$ cat src/rtl/flip_sched.sv
// Round-robin scheduler sharing one fixed-latency inversion datapath among N requesters.
// A grant samples the winner's operand; the result is held in DONE until the consumer accepts it.
module flip_sched #(
  parameter int N   = 4,
  parameter int W   = 8,
  parameter int LAT = 2
) (
  input  logic                 clk_i,
  input  logic                 rst_i,
  input  logic [N-1:0]         req_i,
  input  logic [N*W-1:0]       din_i,
  input  logic                 rdy_i,
  output logic [N-1:0]         gnt_o,
  output logic                 vld_o,
  output logic [W-1:0]         dout_o,
  output logic [$clog2(N)-1:0] src_o,
  output logic                 busy_o
);

  localparam int SW = $clog2(N);
  localparam int CW = 4;

  typedef enum logic [1:0] {IDLE, BUSY, DONE} state_t;

  state_t         state_q, state_d;
  logic [SW-1:0]  ptr_q, ptr_d, id_q, id_d, src_q, src_d;
  logic [CW-1:0]  cnt_q, cnt_d;
  logic [N-1:0]   gnt_q, gnt_d;
  logic           vld_q, vld_d;
  logic [W-1:0]   dout_q, dout_d, op_q, op_d;

  logic           win_vld;
  logic [SW-1:0]  win, idx;

  // First set request at or above ptr, wrapping from N-1 back to 0.
  always_comb begin
    win_vld = 1'b0;
    win     = '0;
    idx     = '0;
    for (int k = 0; k < N; k++) begin
      idx = SW'((int'(ptr_q) + k) % N);
      if (!win_vld && req_i[idx]) begin
        win_vld = 1'b1;
        win     = idx;
      end
    end
  end

  always_comb begin
    state_d = state_q;
    ptr_d   = ptr_q;
    cnt_d   = cnt_q;
    gnt_d   = '0;
    vld_d   = vld_q;
    dout_d  = dout_q;
    src_d   = src_q;
    op_d    = op_q;
    id_d    = id_q;
    unique case (state_q)
      IDLE: if (win_vld) begin
        gnt_d   = {{(N-1){1'b0}}, 1'b1} << win;
        op_d    = ~din_i[int'(win)*W +: W];
        id_d    = win;
        cnt_d   = CW'(LAT - 1);
        ptr_d   = (int'(win) == N - 1) ? '0 : win + SW'(1);
        state_d = BUSY;
      end
      BUSY: if (cnt_q == '0) begin
        dout_d  = op_q;
        src_d   = id_q;
        vld_d   = 1'b1;
        state_d = DONE;
      end else begin
        cnt_d = cnt_q - CW'(1);
      end
      DONE: if (rdy_i) begin
        vld_d   = 1'b0;
        state_d = IDLE;
      end
      default: state_d = IDLE;
    endcase
  end

  always_ff @(posedge clk_i or posedge rst_i) begin
    if (rst_i) begin
      state_q <= IDLE;
      ptr_q   <= '0;
      cnt_q   <= '0;
      gnt_q   <= '0;
      vld_q   <= 1'b0;
      dout_q  <= '0;
      src_q   <= '0;
      op_q    <= '0;
      id_q    <= '0;
    end else begin
      state_q <= state_d;
      ptr_q   <= ptr_d;
      cnt_q   <= cnt_d;
      gnt_q   <= gnt_d;
      vld_q   <= vld_d;
      dout_q  <= dout_d;
      src_q   <= src_d;
      op_q    <= op_d;
      id_q    <= id_d;
    end
  end

  assign gnt_o  = gnt_q;
  assign vld_o  = vld_q;
  assign dout_o = dout_q;
  assign src_o  = src_q;
  assign busy_o = (state_q != IDLE);

endmodule

$ cat config.mk
export PLATFORM = sky130hd
export DESIGN_NAME = flip_sched
export DESIGN_NICKNAME = d
export VERILOG_FILES = /design/src/rtl/flip_sched.sv
export SDC_FILE = /design/constraint.sdc
export NUM_CORES = 1
export LEC_CHECK = 0
export BUFFER_PORTS_ARGS = -buffer_cell sky130_fd_sc_hd__buf_2
export CORE_MARGIN = 2
export CORE_UTILIZATION = 50
export DETAILED_ROUTE_END_ITERATION = 8
export GPL_ROUTABILITY_DRIVEN = 0
export GPL_TIMING_DRIVEN = 0
export PLACE_DENSITY = 0.78
export SKIP_LAST_GASP = 1
export SYNTH_ARGS = -nofsm -noshare
export SYNTH_HDL_FRONTEND = slang
export SYNTH_SLANG_ARGS = --single-unit
$ cat constraint.sdc
create_clock -name clk_i -period 2.5 [get_ports clk_i]
set_clock_uncertainty 0.05 [all_clocks]
set_input_delay 0.375 -clock clk_i [delete_from_list [all_inputs] [get_ports clk_i]]
set_output_delay 0.375 -clock clk_i [all_outputs]
set_load 0.005 [all_outputs]
==> flow_summary_export.csv <==
group,metric,value,unit
critical_path,critPathCaptureType,"register",
global_routing,grt_pass1_wl,5982,um
yosys,synth_top_cells_by_area,"dfrtp_1, mux2_2, mux2_4, a211oi_2, o31ai_1",
floorplanning,core_area,3363,um^2
cts,cts_tree,"yes",
critical_path,rr_endpoint,"op_q[2]$_DFFE_PP0P_",
place,dp_cells,259,
floorplanning,fp.dieW,63.32,um
cts,cts.sinks,33,
power_and_ir_drop,power_leakage,1.027,nW
cts,cts_setup_buffers,0,
drt,antenna_left,0,
critical_path,start_kind,"register",
floorplanning,core.rowCount,21,
timing,worst_pin_slew,0.6604,ns
cts,htreeDepth,2,
floorplanning,initial_core_util,0.5231,
place,io_buffers,54,
final_layout,finalInstanceArea,2200,um^2
timing,fin_hold_ws,0.06399,ns
final_layout,final_util,0.6540,
timing,final_hold_viol_count,0,
drt,drtIter0Drc,46,
final_layout,fin_nets,263,
cts,cts_resized,0,
yosys,synth_cells,159,
critical_path,rr_startpoint,"ptr_q[1]$_DFFE_PP0P_",
drt,totalWireLength,3589,um
timing,slew_viol_final,0,
global_routing,use_met2,0.3258,
yosys,syn_area,1759,um^2
yosys,async_reset_ff_frac,1.000,
final_layout,drive_gt1_frac,0.4279,
min_path,hold_path.class,"in -> async",
power_and_ir_drop,irDropWorstVdd,0.4173,mV
cts,clk_latency,0.33,ns
timing,relSlewSlack,0.5592,
yosys,ys.flop_type,"dfrtp_1",
final_layout,layout_common_cells,"buf_2, dfrtp_1, nor2_1",
yosys,yosysTopAreaCell,"dfrtp_1",
global_routing,grtUsageMet3,0.04643,
global_routing,antenna_found_initial,0,
critical_path,worstPathArrival,2.25,ns
timing,fmax,489.9,MHz
job,cap_viol_max_count,0,
cts,path_clk_slew,0.10,ns
global_routing,use_met1,0.2450,
timing,min_period_over_period,0.8164,
critical_path,crit_type,"reg -> reg",
yosys,synth_top_area_share,0.4694,
yosys,synth_edf_count,0,
final_layout,fin_cells,268,
timing,period_needed,2.041,ns
yosys,syn-num-nets,201,
timing,rsz0062_at_grt,"false",
place,dpl-instance-area,2087,um^2
final_layout,final_common_cell,"buf_2",
global_routing,grt_pass1_vias,1348,
drt,firstDrtPassIters,4,
yosys,syn_area_per_cell,11.06,um^2
timing,final-setup-viol-count,0,
drt,vias,1385,
drt,avgViaCountPerCell,5.168,
cts,ctsLongestPathBuffers,2,
floorplanning,die-area,4009,um^2
yosys,yosys_warnings,0,
critical_path,crit_fanout,10,
cts,numCtsBuffers,5,
outcome,outcome,"finished, final reports clean",
yosys,synthDistinctLibCells,41,
floorplanning,die_h,63.32,um
global_routing,track_usage,0.1945,
critical_path,worstRegToRegCells,6,
power_and_ir_drop,p_per_area,1113,nW/um^2
global_routing,grt_overflow,0,
place,dpl.hpwl,2774,um
critical_path,crit_required,2.71,ns
final_layout,antenna_cells,0,
global_routing,busiest_layer,"met2",
final_layout,area_growth_syn_to_layout,25.04,%
floorplanning,io_pins,55,
cts,cts-root-buf,"clkbuf_4",
drt,drc,0,
yosys,ys_seq_area_frac,0.4694,
timing,finalSetupTns,0,ns
yosys,synth_seq_cells,33,
global_routing,grt_max_degree,34,
cts,ctsHoldBuffers,0,
drt,wl_per_cell,13.39,um
critical_path,rrSetupSlack,0.46,ns
sequential cells by signal, summed over array words and instances (netlist names):
signal,cells
cnt_q,4
dout_o,8
gnt_o,4
id_q,2
op_q,8
ptr_q,2
src_o,2
state_q,2
vld_o,1
kinds of logic after synthesis:
group	Yosys count	synth area share
muxes	19	0.1337
AOI/OAI and AO/OA	36	0.1622
adders and majority gates	3	0.02134
buffers and inverters	11	0.02845
xor gates and xnor gates	2	0.009959
DFF	33	0.4694
and+or+nand+nor	55	0.1750
worst max path at each step:
stage	from	endpoint	cells past startpoint
2_1_floorplan	ptr_q[1]$_DFFE_PP0P_	op_q[0]$_DFFE_PP0P_	6
3_3_place_gp	req_i[2]	op_q[7]$_DFFE_PP0P_	7
3_5_place_dp	req_i[2]	op_q[2]$_DFFE_PP0P_	7
4_1_cts	ptr_q[1]$_DFFE_PP0P_	op_q[2]$_DFFE_PP0P_	6
5_1_grt	ptr_q[1]$_DFFE_PP0P_	op_q[4]$_DFFE_PP0P_	6
6_report	ptr_q[1]$_DFFE_PP0P_	op_q[2]$_DFFE_PP0P_	6
routing by layer:
metal | wire length [um] | part of all wire
met1 | 1625 | 0.45
met2 | 1720 | 0.48
met3 | 187 | 0.052
met4 | 56 | 0.016
met5 | 0 | 0
synth_stat cells, types with 2 or more instances:
master and number:
ha_1 3, dfrtp_1 33, or2_2 2, nor2_1 16
or2_1 2, o21ai_0 2, a21o_1 2, inv_1 5
a211oi_1 2, o31ai_1 9, nor3b_1 2, mux2_4 6
buf_1 2, a21oi_1 10, mux2_2 10, nand4_1 8
clkbuf_1 2, a211oi_2 6, mux2_1 2, nor2b_1 2
nand2_1 11, nand2b_1 3
where the power goes:
| group | leakage [nW] | internal (mW) | switching, mW | total, mW |
|---|---|---|---|---|
| sequential | 0.388 | 0.774 | 0.145 | 0.919 |
| clock | 0.0455 | 0.239 | 0.173 | 0.412 |
| combinational | 0.593 | 0.545 | 0.571 | 1.12 |
cell type report:
class                   count  area (um^2)
clock inverters             1        30.03
well taps                  46        57.56
multi-input cells         115        883.3
inverters                   5        18.77
fillers                   307         1164
flip-flops and latches     33        825.8
repair buffers             55        297.8
clock buffers               7        55.05
plain buffers               6        31.28
through the flow:
step,power [mW],setup slack [ns]
after detailed placement,2.051,0.4087
final,2.448,0.4589
after global placement,2.021,0.4629
after global routing,2.653,0.3188
after floorplan,1.725,0.6515
after CTS,2.467,0.4461
worst max-delay path, cell delays in order, from the launching register on:
cell      delay, ns
dfrtp_1        0.44
mux2i_1        0.34
nor2_4         0.11
nor3_2         0.30
buf_6          0.22
mux2_4         0.32
a211oi_2       0.20
Power figures use the tool's default switching activity.
